--- src/rtl/hazard_if.sv ---
// Hazard controller bundle: pipeline-stage register fields in, stall/flush/forward controls out.
interface hazard_if #(
    parameter int CNT_WIDTH = 32
);
    logic [4:0]           Rs1D, Rs2D;
    logic [4:0]           Rs1E, Rs2E;
    logic [4:0]           RdE, RdM, RdW;
    logic                 RegWriteM, RegWriteW;
    logic [1:0]           ResultSrcE;
    logic                 PCSrcE;
    logic                 MemReqM;
    logic                 MemReadyM;
    logic                 StallF, StallD, StallE, StallM;
    logic                 FlushD, FlushE;
    logic [1:0]           ForwardAE, ForwardBE;
    logic                 MemErr;
    logic [CNT_WIDTH-1:0] StallCount;

    // Pipeline side: supplies stage fields, consumes the controls.
    modport master (
        output Rs1D, Rs2D, Rs1E, Rs2E, RdE, RdM, RdW,
        output RegWriteM, RegWriteW, ResultSrcE, PCSrcE, MemReqM, MemReadyM,
        input  StallF, StallD, StallE, StallM, FlushD, FlushE,
        input  ForwardAE, ForwardBE, MemErr, StallCount
    );

    // Hazard unit side.
    modport slave (
        input  Rs1D, Rs2D, Rs1E, Rs2E, RdE, RdM, RdW,
        input  RegWriteM, RegWriteW, ResultSrcE, PCSrcE, MemReqM, MemReadyM,
        output StallF, StallD, StallE, StallM, FlushD, FlushE,
        output ForwardAE, ForwardBE, MemErr, StallCount
    );
endinterface

--- src/rtl/hazard_unit.sv ---
// Five-stage pipeline hazard controller: combinational forwarding and load-use
// detection, a data-memory wait FSM with timeout, and a saturating stall counter.
module hazard_unit #(
    parameter int MEM_TIMEOUT = 16,
    parameter int CNT_WIDTH   = 32
) (
    input  logic    clk,
    input  logic    rst,
    hazard_if.slave hz
);
    typedef enum logic [1:0] {S_IDLE, S_WAIT, S_ERR} mstate_t;

    localparam logic [8:0] TIMEOUT_L = 9'(MEM_TIMEOUT);

    mstate_t              state_q, state_d;
    logic [7:0]           wait_q, wait_d;
    logic [8:0]           wait_next;
    logic                 mem_stall;
    logic                 load_stall;
    logic                 stall_f;
    logic [CNT_WIDTH-1:0] stall_count;

    // Writeback/memory bypass select; memory stage wins, x0 never forwards.
    function automatic logic [1:0] fwd_sel(
        input logic [4:0] rs,
        input logic [4:0] rd_m, input logic we_m,
        input logic [4:0] rd_w, input logic we_w
    );
        if (we_m && rd_m != 5'd0 && rd_m == rs)
            return 2'b10;
        else if (we_w && rd_w != 5'd0 && rd_w == rs)
            return 2'b01;
        else
            return 2'b00;
    endfunction

    // Counter increment that sticks at all-ones.
    function automatic logic [CNT_WIDTH-1:0] sat_inc(input logic [CNT_WIDTH-1:0] v);
        if (&v)
            return v;
        else
            return v + {{(CNT_WIDTH-1){1'b0}}, 1'b1};
    endfunction

    assign wait_next  = {1'b0, wait_q} + 9'd1;
    assign load_stall = (hz.ResultSrcE == 2'b01) && (hz.RdE != 5'd0) &&
                        ((hz.RdE == hz.Rs1D) || (hz.RdE == hz.Rs2D));

    // Memory FSM state and wait counter; reset drops straight back to idle.
    always_ff @(posedge clk or posedge rst) begin
        if (rst) begin
            state_q <= S_IDLE;
            wait_q  <= 8'd0;
        end else begin
            state_q <= state_d;
            wait_q  <= wait_d;
        end
    end

    // Memory FSM next state and the memory stall request.
    always_comb begin
        state_d   = state_q;
        wait_d    = wait_q;
        mem_stall = 1'b0;
        case (state_q)
            S_IDLE: begin
                if (hz.MemReqM && !hz.MemReadyM) begin
                    mem_stall = 1'b1;
                    wait_d    = 8'd1;
                    state_d   = S_WAIT;
                end
            end
            S_WAIT: begin
                // Only the ready strobe ends a wait; a dropped request is ignored.
                mem_stall = !hz.MemReadyM;
                if (hz.MemReadyM)
                    state_d = S_IDLE;
                else if (wait_next == TIMEOUT_L)
                    state_d = S_ERR;
                else
                    wait_d = wait_next[7:0];
            end
            S_ERR: begin
                mem_stall = 1'b1;
            end
            default: begin
                state_d = S_IDLE;
            end
        endcase
    end

    // Priority chain: memory stall, then taken branch, then load-use bubble.
    always_comb begin
        hz.StallF = 1'b0;
        hz.StallD = 1'b0;
        hz.StallE = 1'b0;
        hz.StallM = 1'b0;
        hz.FlushD = 1'b0;
        hz.FlushE = 1'b0;
        if (!rst) begin
            if (mem_stall) begin
                hz.StallF = 1'b1;
                hz.StallD = 1'b1;
                hz.StallE = 1'b1;
                hz.StallM = 1'b1;
            end else if (hz.PCSrcE) begin
                hz.FlushD = 1'b1;
                hz.FlushE = 1'b1;
            end else if (load_stall) begin
                hz.StallF = 1'b1;
                hz.StallD = 1'b1;
                hz.FlushE = 1'b1;
            end
        end
    end

    // Operand bypass selects, held at register-file while in reset.
    always_comb begin
        hz.ForwardAE = 2'b00;
        hz.ForwardBE = 2'b00;
        if (!rst) begin
            hz.ForwardAE = fwd_sel(hz.Rs1E, hz.RdM, hz.RegWriteM, hz.RdW, hz.RegWriteW);
            hz.ForwardBE = fwd_sel(hz.Rs2E, hz.RdM, hz.RegWriteM, hz.RdW, hz.RegWriteW);
        end
    end

    assign stall_f = hz.StallF;

    // Stall-cycle performance counter.
    always_ff @(posedge clk or posedge rst) begin
        if (rst)
            stall_count <= '0;
        else if (stall_f)
            stall_count <= sat_inc(stall_count);
    end

    assign hz.MemErr     = (state_q == S_ERR);
    assign hz.StallCount = stall_count;
endmodule

--- src/flat_wrapper.sv ---
// flat-port wrapper written by rule: the top's interface ports become plain ports
module hazard_unit_flat 
#(
    parameter int MEM_TIMEOUT = 16,
    parameter int CNT_WIDTH   = 32
)
  (clk, rst, hz_Rs1D, hz_Rs2D, hz_Rs1E, hz_Rs2E, hz_RdE, hz_RdM, hz_RdW, hz_RegWriteM, hz_RegWriteW, hz_ResultSrcE, hz_PCSrcE, hz_MemReqM, hz_MemReadyM, hz_StallF, hz_StallD, hz_StallE, hz_StallM, hz_FlushD, hz_FlushE, hz_ForwardAE, hz_ForwardBE, hz_MemErr, hz_StallCount);
  hazard_if #(.CNT_WIDTH(CNT_WIDTH)) hz_i ();
  input  logic clk;
  input  logic rst;
  input wire logic [$bits(hz_i.Rs1D)-1:0] hz_Rs1D;
  input wire logic [$bits(hz_i.Rs2D)-1:0] hz_Rs2D;
  input wire logic [$bits(hz_i.Rs1E)-1:0] hz_Rs1E;
  input wire logic [$bits(hz_i.Rs2E)-1:0] hz_Rs2E;
  input wire logic [$bits(hz_i.RdE)-1:0] hz_RdE;
  input wire logic [$bits(hz_i.RdM)-1:0] hz_RdM;
  input wire logic [$bits(hz_i.RdW)-1:0] hz_RdW;
  input wire logic [$bits(hz_i.RegWriteM)-1:0] hz_RegWriteM;
  input wire logic [$bits(hz_i.RegWriteW)-1:0] hz_RegWriteW;
  input wire logic [$bits(hz_i.ResultSrcE)-1:0] hz_ResultSrcE;
  input wire logic [$bits(hz_i.PCSrcE)-1:0] hz_PCSrcE;
  input wire logic [$bits(hz_i.MemReqM)-1:0] hz_MemReqM;
  input wire logic [$bits(hz_i.MemReadyM)-1:0] hz_MemReadyM;
  output wire logic [$bits(hz_i.StallF)-1:0] hz_StallF;
  output wire logic [$bits(hz_i.StallD)-1:0] hz_StallD;
  output wire logic [$bits(hz_i.StallE)-1:0] hz_StallE;
  output wire logic [$bits(hz_i.StallM)-1:0] hz_StallM;
  output wire logic [$bits(hz_i.FlushD)-1:0] hz_FlushD;
  output wire logic [$bits(hz_i.FlushE)-1:0] hz_FlushE;
  output wire logic [$bits(hz_i.ForwardAE)-1:0] hz_ForwardAE;
  output wire logic [$bits(hz_i.ForwardBE)-1:0] hz_ForwardBE;
  output wire logic [$bits(hz_i.MemErr)-1:0] hz_MemErr;
  output wire logic [$bits(hz_i.StallCount)-1:0] hz_StallCount;
  assign hz_i.Rs1D = hz_Rs1D;
  assign hz_i.Rs2D = hz_Rs2D;
  assign hz_i.Rs1E = hz_Rs1E;
  assign hz_i.Rs2E = hz_Rs2E;
  assign hz_i.RdE = hz_RdE;
  assign hz_i.RdM = hz_RdM;
  assign hz_i.RdW = hz_RdW;
  assign hz_i.RegWriteM = hz_RegWriteM;
  assign hz_i.RegWriteW = hz_RegWriteW;
  assign hz_i.ResultSrcE = hz_ResultSrcE;
  assign hz_i.PCSrcE = hz_PCSrcE;
  assign hz_i.MemReqM = hz_MemReqM;
  assign hz_i.MemReadyM = hz_MemReadyM;
  assign hz_StallF = hz_i.StallF;
  assign hz_StallD = hz_i.StallD;
  assign hz_StallE = hz_i.StallE;
  assign hz_StallM = hz_i.StallM;
  assign hz_FlushD = hz_i.FlushD;
  assign hz_FlushE = hz_i.FlushE;
  assign hz_ForwardAE = hz_i.ForwardAE;
  assign hz_ForwardBE = hz_i.ForwardBE;
  assign hz_MemErr = hz_i.MemErr;
  assign hz_StallCount = hz_i.StallCount;
  hazard_unit #(.MEM_TIMEOUT(MEM_TIMEOUT), .CNT_WIDTH(CNT_WIDTH)) u_core (.clk(clk), .rst(rst), .hz(hz_i));
endmodule
--- config.mk ---
export PLATFORM = sky130hd
export DESIGN_NAME = hazard_unit_flat
export DESIGN_NICKNAME = d
export VERILOG_FILES = /design/src/rtl/hazard_if.sv /design/src/rtl/hazard_unit.sv /design/src/flat_wrapper.sv
export SDC_FILE = /design/constraint.sdc
export NUM_CORES = 1
export LEC_CHECK = 0
export ABC_AREA = 1
export CAP_MARGIN = 30
export CELL_PAD_IN_SITES_DETAIL_PLACEMENT = 1
export CELL_PAD_IN_SITES_GLOBAL_PLACEMENT = 1
export CORE_UTILIZATION = 35
export CTS_CLUSTER_SIZE = 40
export DETAILED_ROUTE_END_ITERATION = 16
export GPL_TIMING_DRIVEN = 0
export PLACE_DENSITY = 0.93
export REMOVE_ABC_BUFFERS = 1
export SLEW_MARGIN = 20
export SYNTH_ARGS = -nofsm -noshare
export SYNTH_HDL_FRONTEND = slang
export SYNTH_SLANG_ARGS = --single-unit
--- constraint.sdc ---
create_clock -name clk -period 6.1 [get_ports clk]
set_input_delay 1.525 -clock clk [delete_from_list [all_inputs] [get_ports clk]]
set_output_delay 1.525 -clock clk [all_outputs]
set_load 0.05 [all_outputs]
==> flow_summary.ini <==
[place]
port_buffers = 86
pre_cts_slack_ns = 0.426
dp.cells = 722
dp_hpwl_um = 8850
place.gp.congestion = 0.863

[clock_network]
clk_latency_ns = 0.30
post_cts_resize_count = 0
root_buffer = clkbuf_8
cts_tree = yes
cts_sinks = 42
hold_buffers = 0
post_cts_buffers = 0
htreeDepth = 2
clockBufferDepth = 2
numCtsBuffers = 5
path_clk_slew_ns = 0.09

[layout]
finalNonFillerCells = 730
layout_commonest_cell = nand2_1
multi_input_area_mm2 = 0.00205
n_fill_cell = 1239
layout-drive-gt1-share = 0.0433
syn2layout_area_growth_pct = 31.4
register_area_mm2 = 0.00105
final_nets = 647
final_cell_mix = 195 x nand2_1, 86 x clkdlybuf4s50_1, 66 x nor2_1
diodes = 0

[sta]
setup_ws_ns = 0.417
post-route-min-period_ns = 5.68
fmax_ghz = 0.176
maxSlewViolCount = 0
relSlewSlack = 0.515
worstMarginPinSlew_ns = 0.725
period_share = 0.932
rsz0062_at_grt = no
hold_viol = 0
finClkSkew_ns = 0.00519
setup_viol = 0

[logic_synthesis]
synth_cell_type_count = 30
yosys-top-cells-area = dfrtp_1 31%, nand2_1 22%, nand3_1 7.7%, nor2_1 7.4%, xor2_1 6.0%
ys_seq_area_frac = 0.313
syn-instance-count = 518
synth.largest_area_cell = dfrtp_1
ys_warn_count = 0
syn_avg_cell_area_um2 = 6.48
syn-cell-area_mm2 = 0.00336
synth_top_area_share = 0.313
ys_ff_latch = 42

[hold_path]
hp-class = register to register
hold_start = u_core.wait_q[7]
holdPathEnd = u_core.wait_q[7]
hold_depth = 2

[drt]
drt-initial-drc-count = 153
vias = 3701
post-route-drc-count = 0
viasPerCell = 5.07
postRouteAntennaNets = 0
routed_wl_um = 11100
dr.pass1.iters = 4
wl_per_cell_um = 15.2

[outcome]
status = complete, no violations

[die]
core_mm2 = 0.00928
die_h_um = 100
start_util = 0.362
pin_count = 87
rows = 35
die-area_mm2 = 0.00999
die_x_um = 100

[worst_setup_path]
worstPathRequired_ns = 4.58
worstReg2RegStart = u_core.hz.StallCount[0]
arrival_ns = 4.16
reg2reg_depth = 9
reg2reg_to = u_core.hz.StallCount[5]
crit_path_end_kind = output port
path_class = input pin to output port
r2r_slack_ns = 3.40
critPathLaunchType = input pin
path_max_fanout = 35

[grt]
grt_pass1_wl_um = 18800
grtUsageMet2 = 0.421
use_met1 = 0.301
grt_pass1_vias = 3864
top_usage_layer = met2
grt_max_degree = 36
antenna_found_initial = 0
grt_util_all_layers = 0.235
overflow = 0
met3_usage = 0.0292

[power]
p_per_area_mw_per_mm2 = 167
p_leak_uw = 0.00205
peakVddDrop_mv = 0.0844

[flow_run]
max-cap-violations = 0
## registers in the layout (all words and copies together) (netlist names)
| signal | count |
|---|---|
| u_core.hz.StallCount | 32 |
| u_core.state_q | 2 |
| u_core.wait_q | 8 |
## cells in the mapped netlist
cell type and number:
and3_1 1, nor2_2 2, o211ai_1 1, nand4_4 1, buf_6 3, ha_1 3
nand3_2 1, nor3_4 1, a22o_1 1, nand4_1 16, a21oi_1 2, xor2_1 23
nand2_4 1, dfrtp_1 42, nand3_1 52, o21ai_0 6, xnor2_1 16, nor4_1 1
nand2_1 195, nor4_2 2, buf_4 2, or2_2 1, nand3b_1 8, nand2_2 4
buf_2 7, nor2_1 66, inv_1 45, inv_2 2, nor3_1 12, nor2_4 1
## where the power goes
group	switching (µW)	total, µW	internal, µW
combinational	135	218	82.9
clock	106	197	91.2
sequential	28.1	320	292
total	269	735	466
## final cells by class
cell class              count  share of cell area
multi-input cells         417               0.464
flip-flops and latches     42               0.238
well taps                 129              0.0366
clock buffers               6              0.0187
clock inverters             2             0.00284
repair buffers             87               0.200
inverters                  47              0.0400
## worst max-delay path, cell delays in order
cell	delay [ns]
clkdlybuf4s50_1	0.40
nor2_1	0.11
o21ai_0	0.12
inv_2	0.18
nor2_1	0.11
nor2_2	0.17
inv_2	0.05
nand2_2	0.53
clkdlybuf4s50_1	0.93
## metal layers
metal  up-vias  share of wire
met5         -              0
met3        18          0.032
met4         0          0.015
met1      1805           0.45
li1       1804              -
met2        74           0.51
## through the flow
stage / TNS, ns / area [µm²] / hold slack, ns / utilization / total power, µW
CTS: 0 / 4410 / 0.537 / 0.475 / 738
floorplan: 0 / 3270 / 0.464 / - / 444
detailed placement: 0 / 4320 / 0.515 / 0.465 / 543
global route: 0 / 4410 / 0.571 / 0.475 / 768
global placement: -0.386 / 4300 / 0.482 / 0.463 / 531
finish: 0 / 4410 / 0.541 / 0.475 / 735
## worst max-delay path by stage
stage	slack, ns	cells after the start	startpoint	end
3_5_place_dp	0.43	9	hz_MemReadyM	hz_StallF
3_3_place_gp	-0.34	6	rst	hz_ForwardBE[0]
2_1_floorplan	1.04	7	hz_MemReadyM	hz_StallD
6_report	0.42	9	hz_MemReadyM	hz_StallF
4_1_cts	0.41	9	hz_MemReadyM	hz_StallF
5_1_grt	0.23	9	hz_MemReadyM	hz_StallD
## kinds of logic after synthesis
logic type | after synthesis | synth area share
AOI/OAI and AO/OA | 10 | 0.0168
xor gates and xnor gates | 39 | 0.102
adders and majority gates | 3 | 0.0112
buffers and inverters | 59 | 0.0775
DFF | 42 | 0.313
and+or+nand+nor | 365 | 0.480
(Power assumes the default switching activity.)
